**config.mk**
```make
export PLATFORM = sky130hd
export DESIGN_NAME = fir_decim_fifo
export DESIGN_NICKNAME = d
export VERILOG_FILES = /design/src/rtl/fir_decim_fifo.sv
export SDC_FILE = /design/constraint.sdc
export NUM_CORES = 1
export LEC_CHECK = 0
export BUFFER_PORTS_ARGS = -buffer_cell sky130_fd_sc_hd__buf_2
export CORE_ASPECT_RATIO = 0.8
export CORE_MARGIN = 1.5
export CORE_UTILIZATION = 33
export DETAILED_ROUTE_END_ITERATION = 8
export GPL_TIMING_DRIVEN = 0
export SLEW_MARGIN = 20
export SYNTH_ARGS = -nofsm -noshare
export SYNTH_HDL_FRONTEND = slang
export SYNTH_SLANG_ARGS = --single-unit
```
**constraint.sdc**
```tcl
create_clock -name clk -period 2.75 [get_ports clk]
set_input_delay 0.275 -clock clk [delete_from_list [all_inputs] [get_ports clk]]
set_output_delay 0.275 -clock clk [all_outputs]
set_load 0.03 [all_outputs]
```
**src/rtl/fir_decim_fifo.sv**
```systemverilog
// Decimating requantizer behind the FIR: keeps one valid sample in DECIM, rounds
// half-up with saturation to the output Q format, and buffers results in a FWFT FIFO.
module fir_decim_fifo #(
  parameter int IN_INTE_WL  = 4,
  parameter int IN_FRAC_WL  = 8,
  parameter int OUT_INTE_WL = 4,
  parameter int OUT_FRAC_WL = 6,
  parameter int DECIM       = 4,
  parameter int FIFO_DEPTH  = 8
) (
  input  logic                                     clk,
  input  logic                                     rst,
  input  logic signed [IN_INTE_WL+IN_FRAC_WL-1:0]  data_in,
  input  logic                                     in_valid,
  output logic signed [OUT_INTE_WL+OUT_FRAC_WL-1:0] out_data,
  output logic                                     out_valid,
  input  logic                                     out_ready,
  output logic [$clog2(FIFO_DEPTH):0]              fifo_count,
  output logic                                     overflow
);

  localparam int IW = IN_INTE_WL + IN_FRAC_WL;
  localparam int OW = OUT_INTE_WL + OUT_FRAC_WL;
  localparam int S  = IN_FRAC_WL - OUT_FRAC_WL;
  localparam int XW = IW + OW + 2;
  localparam int AW = $clog2(FIFO_DEPTH);
  localparam int CW = AW + 1;
  localparam int PW = (DECIM > 1) ? $clog2(DECIM) : 1;

  localparam logic signed [XW-1:0] RND =
    (S > 0) ? (XW'(1) << ((S > 0) ? S - 1 : 0)) : '0;
  localparam logic signed [XW-1:0] Q_MAX = {{(XW-OW+1){1'b0}}, {(OW-1){1'b1}}};
  localparam logic signed [XW-1:0] Q_MIN = {{(XW-OW+1){1'b1}}, {(OW-1){1'b0}}};

  logic [PW-1:0]        phase;
  logic                 keep;
  logic signed [XW-1:0] ext;
  logic signed [XW-1:0] shifted;
  logic [OW-1:0]        quant;
  logic [OW-1:0]        s1_data;
  logic                 s1_push;
  logic [OW-1:0]        mem [FIFO_DEPTH];
  logic [AW-1:0]        wr_ptr;
  logic [AW-1:0]        rd_ptr;
  logic                 full;
  logic                 pop;
  logic                 wr;

  assign keep = in_valid && (phase == '0);

  // Working width leaves headroom for the rounding add, so saturation sees its carry.
  always_comb begin
    ext     = {{(XW-IW){data_in[IW-1]}}, data_in};
    shifted = (ext + RND) >>> S;
    if (shifted > Q_MAX)      quant = Q_MAX[OW-1:0];
    else if (shifted < Q_MIN) quant = Q_MIN[OW-1:0];
    else                      quant = shifted[OW-1:0];
  end

  always_ff @(posedge clk or negedge rst) begin
    if (!rst) begin
      phase   <= '0;
      s1_push <= 1'b0;
      s1_data <= '0;
    end else begin
      if (in_valid) phase <= (phase == PW'(DECIM - 1)) ? '0 : phase + PW'(1);
      s1_push <= keep;
      if (keep) s1_data <= quant;
    end
  end

  assign full      = (fifo_count == CW'(FIFO_DEPTH));
  assign out_valid = (fifo_count != '0);
  assign pop       = out_valid && out_ready;
  assign wr        = s1_push && (!full || pop);
  assign out_data  = mem[rd_ptr];

  always_ff @(posedge clk or negedge rst) begin
    if (!rst) begin
      wr_ptr     <= '0;
      rd_ptr     <= '0;
      fifo_count <= '0;
      overflow   <= 1'b0;
      for (int unsigned i = 0; i < FIFO_DEPTH; i++) mem[i] <= '0;
    end else begin
      if (wr) begin
        mem[wr_ptr] <= s1_data;
        wr_ptr      <= wr_ptr + AW'(1);
      end
      if (pop) rd_ptr <= rd_ptr + AW'(1);
      if (wr && !pop)      fifo_count <= fifo_count + CW'(1);
      else if (pop && !wr) fifo_count <= fifo_count - CW'(1);
      if (s1_push && full && !pop) overflow <= 1'b1;
    end
  end

endmodule

```
==> flow_summary_export.csv, run 1 <==
group,metric,value,unit
global_route,grt_pass1_wl,16740,um
worst_setup_path,reg2reg_slack,150,ps
global_route,antenna_found_initial,0,
min_path,hold_class,"input pin to flop",
clock_network,cts_tree,"yes",
finish,nets,414,
logic_synthesis,ys_seq_area_share,52.90,%
logic_synthesis,async_flop_share,100.0,%
routing,viasPerCell,5.088,
placement,routabilityCongestion,0.7423,
finish,antennaDiodeCount,0,
sta,setup_violations,0,
pwr,leakage,2.497,nW
routing,vias,2941,
pwr,power,7.118,mW
logic_synthesis,syn_inst,342,
clock_network,clkTransAtPathRegs,70,ps
clock_network,clock_path_buffers,2,
global_route,grt_pass1_vias,2981,
worst_setup_path,cp-start-kind,"flop",
placement,io_buffer_count,30,
worst_setup_path,r2r_start,"fifo_count[1]",
floorplanning,die_w,139.5,um
sta,period_needed,2604,ps
flow_run,maxCapViolations,0,
min_path,whs_endpoint,"phase[1]",
routing,avgRoutedWirePerCell,17.93,um
worst_setup_path,worstPathMaxFanout,10,
sta,fmax,0.3840,GHz
placement,dp_hpwl,6749,um
clock_network,cts.sink_count,104,
routing,drt_wl_total,10370,um
routing,dr.pass1.iters,4,
sta,skew,4.775,ps
worst_setup_path,path_class,"flop to output port",
sta,maxSlewHeadroom,39.43,%
clock_network,numCtsBuffers,9,
pwr,p_per_area,1244,mW/mm^2
sta,tns,0,ps
floorplanning,start_util,34.06,%
sta,fin_crit_sh,94.69,%
global_route,gr-total-overflow,0,
floorplanning,ios,32,
sta,drv_slew,0,
logic_synthesis,synth_area_leaders,"dfrtp_1, mux2_2, mux4_2",
finish,drive_above_1_share,46.95,%
logic_synthesis,yosys.area.top_type_share,52.90,%
worst_setup_path,worstPathArrival,2330,ps
placement,place_worst_setup_slack,52.86,ps
sta,worst_slack,146.0,ps
worst_setup_path,worst_setup_path_end_kind,"output port",
logic_synthesis,ys_types,42,
clock_network,insertion_delay,350,ps
global_route,grt_max_degree,84,
routing,dr.first_iter.drc_count,106,
logic_synthesis,synth_seq_cells,104,
worst_setup_path,rr_worst_depth,10,
sta,rsz0062_at_grt,"false",
routing,ant_nets,0,
logic_synthesis,synth_edf_count,0,
logic_synthesis,yosysWarningCount,0,
finish,fillerInstances,1385,
routing,remaining_drc_errors,0,
floorplanning,core,0.01444,sq mm
logic_synthesis,syn_area_per_cell,14.39,sq um
sta,holdWs,156.6,ps
run_status,status,"completed",
logic_synthesis,yosys_most_used_dff,"dfrtp_1",
clock_network,htree_levels,3,
worst_setup_path,required,2480,ps
logic_synthesis,synth_area,0.004920,sq mm
floorplanning,die_h,112.2,um
min_path,hp-start,"in_valid",
global_route,grtUsageTotal,14.08,%
logic_synthesis,yosysTopAreaCell,"dfrtp_1",
sta,hold_viol,0,
worst_setup_path,reg2reg_to,"fifo_count[3]",
finish,syn2layout_area_growth,16.28,%
floorplanning,dieArea,0.01565,sq mm
pwr,irDropWorstVdd,0.3945,mV
logic_synthesis,syn_nets,367,
clock_network,clockRootBuffer,"clkbuf_16",
sta,worst_pin_slew,908.6,ps
floorplanning,rows,39,
min_path,whs_path_depth,2,
[power by group]
| group | switching (mW) | leakage, nW | total [mW] | internal (mW) |
|---|---|---|---|---|
| Clock | 0.585 | 0.161 | 1.39 | 0.809 |
| Sequential | 0.528 | 1.28 | 2.77 | 2.24 |
| Combinational | 1.46 | 1.05 | 2.95 | 1.50 |
[placed cells by master, fill, tap and decap left out, types with 2 or more instances in the layout]
cell and count:
dfrtp_2 2, a21o_1 2, clkinv_4 3, buf_2 35
bufinv_16 2, mux2_2 92, xnor2_1 9, inv_1 3
nor2_1 13, nand4_1 3, nand2_1 16, ha_1 7
nor4b_1 2, clkbuf_16 9, inv_6 2, dfrtp_1 102
clkbuf_1 6, nand4b_1 3, buf_6 4, nand3_1 4
o21ai_0 4, buf_4 4, xor2_1 3, mux4_2 20
nand2b_1 2, a21oi_1 12, and4_1 2, nor3_1 2
inv_2 2
[metal layers]
metal	GRT usage, %	routed length (um)	share of wire, %
met5	0	0	0
met2	20.86	4633	45
met3	3.413	276	2.7
met1	20.57	5309	51
met4	3.972	146	1.4
[area by class of cell]
cell class / count / area, sq um / area share (%)
well taps: 184 / 230.2 / 4.024
plain buffers: 15 / 86.33 / 1.509
clock buffers: 9 / 225.2 / 3.937
repair buffers: 36 / 224.0 / 3.915
clock inverters: 7 / 103.9 / 1.815
multi-input cells: 217 / 2223 / 38.87
flip-flops and latches: 104 / 2605 / 45.54
inverters: 6 / 22.52 / 0.3937
[synth_stat cells, types with 2 or more instances]
cell type / count
nor2_1: 13
inv_1: 4
buf_6: 3
buf_2: 6
and4_1: 2
mux2_2: 92
clkbuf_1: 6
xor2_1: 3
dfrtp_1: 104
mux4_2: 20
nand4b_1: 3
nand2_1: 17
nand3_1: 4
a21oi_1: 13
nor4b_1: 2
ha_1: 8
a21o_1: 2
nor3_1: 2
nand2b_1: 2
nand4_1: 3
o21ai_0: 4
xnor2_1: 9
[registers in the layout (all words and copies together) (netlist names)]
name	count
mem	80
s1_data	10
fifo_count	4
rd_ptr	3
wr_ptr	3
phase	2
overflow	1
s1_push	1
[worst max-delay path, stage by stage, from the launching register on]
cell and delay [ps]:
dfrtp_1 390, clkbuf_1 700, mux4_2 410, mux2_2 290
buf_2 180
[cell families (layout without fill, tap and decap cells)]
family	Yosys count	count (layout)	share of synthesized area [%]
multiplexers	113	113	30.42
buffers and inverters	21	73	2.212
XOR/XNOR	12	12	2.137
adder cells (fa/ha/maj)	9	9	2.442
AND/OR/NAND/NOR	57	57	6.537
AO/OA/AOI/OAI	26	26	3.357
flip-flops	104	104	52.90
[stage by stage]
stage	instance area [sq um]	instances	util, %
3_3_place_gp	5301	556	36.70
4_1_cts	5674	574	39.28
3_5_place_dp	5335	557	36.94
5_1_grt	5720	578	39.61
6_report	5720	578	39.61
2_1_floorplan	4921	342	-
[worst max path at each step]
stage | from | end
after floorplan | fifo_count[2] | fifo_count[3]
after detailed placement | fifo_count[1] | fifo_count[3]
after global routing | fifo_count[0] | fifo_count[3]
final | rd_ptr[1] | out_data[8]
after CTS | fifo_count[1] | fifo_count[3]
after global placement | fifo_count[1] | fifo_count[3]
[what timing repair did]
item / CTS / global route
buffers inserted: 0 / 4
hold buffers: 1 / 0
endpoints found under the hold margin: 21 / 0
resized for setup: 0 / 5
setup endpoints to repair: 0 / 1
Note: power is estimated with default switching activity, not from simulation.
==> run 2, diff against run 1 <==
--- a/config.mk
+++ b/config.mk
@@ -11,6 +11,8 @@
 export CORE_UTILIZATION = 33
 export DETAILED_ROUTE_END_ITERATION = 8
 export GPL_TIMING_DRIVEN = 0
+export HOLD_SLACK_MARGIN = 0.02
+export SETUP_SLACK_MARGIN = 0.3
 export SLEW_MARGIN = 20
 export SYNTH_ARGS = -nofsm -noshare
 export SYNTH_HDL_FRONTEND = slang
==> flow_summary_export.csv, run 2 (synthesis results as in run 1) <==
group,metric,value,unit
routing,wl_met2,4759,um
finish,antennaDiodeCount,0,
placement,dp_cells,557,
floorplanning,die_h,112.2,um
worst_setup_path,reg2reg_slack,400,ps
finish,nets,415,
sta,worst_pin_slew,1040,ps
routing,dr.pass1.iters,6,
global_route,grt_pass1_vias,3023,
finish,final_core_util,39.82,%
sta,period_needed,2346,ps
clock_network,clock_path_buffers,2,
global_route,antenna_found_initial,0,
worst_setup_path,required,3010,ps
worst_setup_path,cp-start-kind,"flop",
sta,rsz0062_at_grt,"false",
placement,dp_hpwl,6671,um
sta,drv_slew,0,
clock_network,cts.sink_count,104,
sta,skew,6.734,ps
finish,layout_commonest_cell,"dfrtp_1",
global_route,gr-total-overflow,0,
pwr,irDropWorstVdd,0.3974,mV
finish,largest_register,"mem",
sta,maxSlewHeadroom,30.32,%
finish,largest_register_ff_count,80,
run_status,status,"finished with violations",
global_route,grt_pass1_wl,16750,um
placement,io_buffer_count,30,
sta,setup_violations,0,
floorplanning,rows,39,
floorplanning,start_util,34.06,%
finish,drive_above_1_share,47.72,%
floorplanning,core,0.01444,sq mm
clock_network,cts_tree,"yes",
finish,layout_common_cells,"dfrtp_1, mux2_2, buf_2, mux4_2, nand2_1",
clock_network,htree_levels,3,
floorplanning,die_w,139.5,um
routing,remaining_drc_errors,1,
clock_network,clkTransAtPathRegs,70,ps
worst_setup_path,worst_setup_path_end_kind,"flop",
floorplanning,ios,32,
routing,vias,2927,
routing,dr.first_iter.drc_count,138,
sta,tns,0,ps
sta,fin_crit_sh,85.30,%
finish,syn2layout_area_growth,16.91,%
clock_network,numCtsBuffers,9,
sta,fmax,0.4263,GHz
routing,drt-met1-wl,5046,um
routing,viasPerCell,5.064,
pwr,leakage,2.499,nW
worst_setup_path,worstPathArrival,2610,ps
finish,reg_top3,"mem (80), s1_data (10), fifo_count (4)",
worst_setup_path,worstPathMaxFanout,4,
routing,avgRoutedWirePerCell,17.71,um
placement,routabilityCongestion,0.7670,
routing,ant_nets,0,
run_status,violations,"design-rule violations",
flow_run,maxCapViolations,0,
global_route,grt_max_degree,64,
sta,hold_viol,0,
routing,highest_layer,"met4",
finish,stdcell_count,578,
pwr,p_per_area,1234,mW/mm^2
global_route,grtUsageTotal,14.18,%
min_path,hold_class,"input pin to flop",
clock_network,clockRootBuffer,"clkbuf_16",
clock_network,insertion_delay,340,ps
routing,drt_wl_total,10240,um
worst_setup_path,path_class,"flop to flop",
routing,wl_met3,334,um
floorplanning,dieArea,0.01565,sq mm
run 2: changes by cell type in the layout (fill, tap and decap cells not counted), sizes merged:
cell and change:
inv -2, bufinv -1, buf +1, clkbuf +4, clkinv -3, clkinvlp +1
run 2: stage by stage:
stage          power [mW]  instance area (sq um)  setup WS, ps  hold WS, ps
5_1_grt             7.565                   5752         307.7        155.4
3_5_place_dp        5.783                   5379         193.8        220.3
3_3_place_gp        5.650                   5345         133.1        433.8
6_report            7.098                   5752         404.2        152.9
2_1_floorplan       4.946                   4965         334.2       -20.59
4_1_cts             7.135                   5719         349.9        145.5
run 2: timing repair:
action / in CTS / in global routing
pin swaps: 1 / 4
hold endpoints to repair: 41 / 0
setup endpoints to repair: 11 / 2
hold buffers: 1 / 0
resized for setup: 4 / 3
buffers inserted: 2 / 3
run 2: worst paths after layout:
check	start	endpoint	cells after the start
max	fifo_count[2]	fifo_count[3]	10
min	in_valid	phase[0]	2
max reg2reg	fifo_count[2]	fifo_count[3]	10
min reg2reg	overflow	overflow	1
max in group asynchronous	rst	mem[75]	3
min in group asynchronous	rst	phase[1]	2
run 2: final cells by class:
cell class	instances	area, sq um
fill	1336	8692
sequential	104	2606
multi-input combinational	217	2247
clock buffer	13	270.3
timing repair buffer	37	231.5
tap	184	230.2
buffer	15	101.3
clock inverter	2	37.54
inverter	6	27.53
run 2: power by group:
group	leakage (nW)	internal [mW]	switching, mW
sequential	1.28	2.25	0.517
combinational	1.07	1.55	1.48
clock	0.148	0.775	0.530
run 2: layer usage:
layer  up-vias  GRT usage, %
li1       1358             -
met1      1519         19.79
met2        43         21.92
met3         7         3.882
met4         0         3.617
met5         -             0
run 2: critical path, stage by stage (launching register included):
cell	delay (ps)
dfrtp_2	410
or3_4	420
or2_4	260
nand2_4	80
ha_4	140
inv_4	50
ha_4	200
a21o_1	160
a21oi_2	140
mux2i_1	250
xnor2_1	150
==> run 3, diff against run 2 <==
--- a/config.mk
+++ b/config.mk
@@ -8,7 +8,7 @@
 export BUFFER_PORTS_ARGS = -buffer_cell sky130_fd_sc_hd__buf_2
 export CORE_ASPECT_RATIO = 0.8
 export CORE_MARGIN = 1.5
-export CORE_UTILIZATION = 33
+export CORE_UTILIZATION = 39
 export DETAILED_ROUTE_END_ITERATION = 8
 export GPL_TIMING_DRIVEN = 0
 export HOLD_SLACK_MARGIN = 0.02
==> flow_summary_export.csv, run 3 (synthesis results as in run 1) <==
group,metric,value,unit
run_status,status,"completed",
finish,reg_top3,"mem (80), s1_data (10), fifo_count (4)",
pwr,irDropWorstVdd,0.3648,mV
finish,nets,412,
routing,remaining_drc_errors,0,
worst_setup_path,rr_worst_depth,10,
floorplanning,core,0.01225,sq mm
pwr,leakage,2.493,nW
finish,stdcell_count,563,
routing,vias,2876,
routing,viasPerCell,5.108,
clock_network,clkTransAtPathRegs,70,ps
global_route,grt_max_degree,64,
clock_network,clock_path_buffers,2,
worst_setup_path,worstPathArrival,2620,ps
pwr,p_per_area,1240,mW/mm^2
floorplanning,die_w,128.6,um
min_path,hold_class,"input pin to flop",
sta,skew,7.756,ps
finish,syn2layout_area_growth,16.28,%
clock_network,cts_tree,"yes",
global_route,antenna_found_initial,0,
finish,layout_common_cells,"dfrtp_1, mux2_2, buf_2, mux4_2, nand2_1",
routing,ant_nets,0,
placement,place_worst_setup_slack,242.4,ps
worst_setup_path,r2r_start,"fifo_count[2]",
worst_setup_path,required,3020,ps
global_route,grt_pass1_vias,2956,
finish,antennaDiodeCount,0,
floorplanning,start_util,40.16,%
finish,drive_above_1_share,47.19,%
clock_network,htree_levels,3,
global_route,grtUsageTotal,16.65,%
sta,worst_pin_slew,1055,ps
sta,drv_slew,0,
sta,holdWs,162.5,ps
sta,hold_viol,0,
sta,tns,0,ps
routing,dr.first_iter.drc_count,137,
sta,setup_violations,0,
placement,routabilityCongestion,0.8112,
sta,worst_slack,395.6,ps
finish,largest_register_ff_count,80,
finish,largest_register,"mem",
clock_network,clockRootBuffer,"clkbuf_16",
worst_setup_path,worstPathMaxFanout,4,
floorplanning,die_h,103.5,um
global_route,grt_pass1_wl,16320,um
pwr,power,7.092,mW
global_route,gr-total-overflow,0,
sta,maxSlewHeadroom,29.30,%
floorplanning,rows,36,
worst_setup_path,cp-start-kind,"flop",
worst_setup_path,reg2reg_slack,400,ps
routing,avgRoutedWirePerCell,17.68,um
floorplanning,ios,32,
sta,fmax,0.4247,GHz
routing,drt_wl_total,9955,um
worst_setup_path,path_class,"flop to flop",
worst_setup_path,worst_setup_path_end_kind,"flop",
floorplanning,dieArea,0.01330,sq mm
worst_setup_path,reg2reg_to,"fifo_count[3]",
sta,fin_crit_sh,85.62,%
worst_setup_path,crit_start,"fifo_count[2]",
clock_network,numCtsBuffers,9,
placement,dp_cells,544,
routing,dr.pass1.iters,4,
finish,layout_commonest_cell,"dfrtp_1",
placement,dp_hpwl,6586,um
flow_run,maxCapViolations,0,
clock_network,insertion_delay,340,ps
clock_network,cts.sink_count,104,
sta,rsz0062_at_grt,"false",
placement,io_buffer_count,30,
sta,period_needed,2354,ps
worst_setup_path,worstSetupEndpoint,"fifo_count[3]",
## run 3: cell types whose count changed in the layout (fill, tap and decap cells not counted), sizes merged
cell and delta:
clkinvlp -1, buf -3, clkinv +1, bufinv +1
## run 3: routing by layer
layer  routed length, um  vias up  track usage, %
li1                    -     1358               -
met1                5080     1469           22.73
met2                4508       39           26.96
met3                 262       10           3.909
met4                 104        0           4.754
met5                   0        -               0
## run 3: repair_timing
action | in CTS | in global routing
gates resized for setup | 4 | 0
cloned | 0 | 0
pin swaps | 1 | 0
setup endpoints to repair | 11 | 1
hold buffers | 1 | 0
buffers inserted | 1 | 1
endpoints found under the hold margin | 41 | 0
## run 3: stage by stage
step / util (%) / instance area, sq um
final: 46.69 / 5720
after global routing: 46.69 / 5720
after CTS: 46.63 / 5713
after floorplan: - / 4965
after detailed placement: 43.77 / 5363
after global placement: 43.49 / 5329
## run 3: final cells by class
class                   count  area, sq um
plain buffers              15        93.84
clock buffers              13        260.3
clock inverters             3        65.06
fillers                  1100         6531
inverters                   6        25.02
multi-input cells         217         2247
flip-flops and latches    104         2606
well taps                 171        214.0
repair buffers             34        209.0
## run 3: worst min path at each step
stage | from | end | slack [ps] | cells after the start
after detailed placement | rst | wr_ptr[2] | 220 | 1
after global routing | in_valid | phase[0] | 190 | 2
after CTS | in_valid | phase[0] | 150 | 2
final | in_valid | phase[0] | 160 | 2
after floorplan | rst | fifo_count[0] | -20 | 0
after global placement | overflow | overflow | 440 | 1
## run 3: where the power goes
| group | total (mW) | leakage, nW | switching, mW | internal [mW] |
|---|---|---|---|---|
| clock | 1.37 | 0.160 | 0.524 | 0.846 |
| combinational | 2.95 | 1.05 | 1.44 | 1.51 |
| sequential | 2.77 | 1.28 | 0.525 | 2.25 |
## run 3: worst max-delay path, stage by stage (launching register included)
cell	delay [ps]
dfrtp_2	430
or3_4	400
or2_4	280
nand2_4	90
ha_4	140
inv_4	50
ha_4	200
a21o_1	160
a21oi_2	160
mux2i_1	240
xnor2_1	130
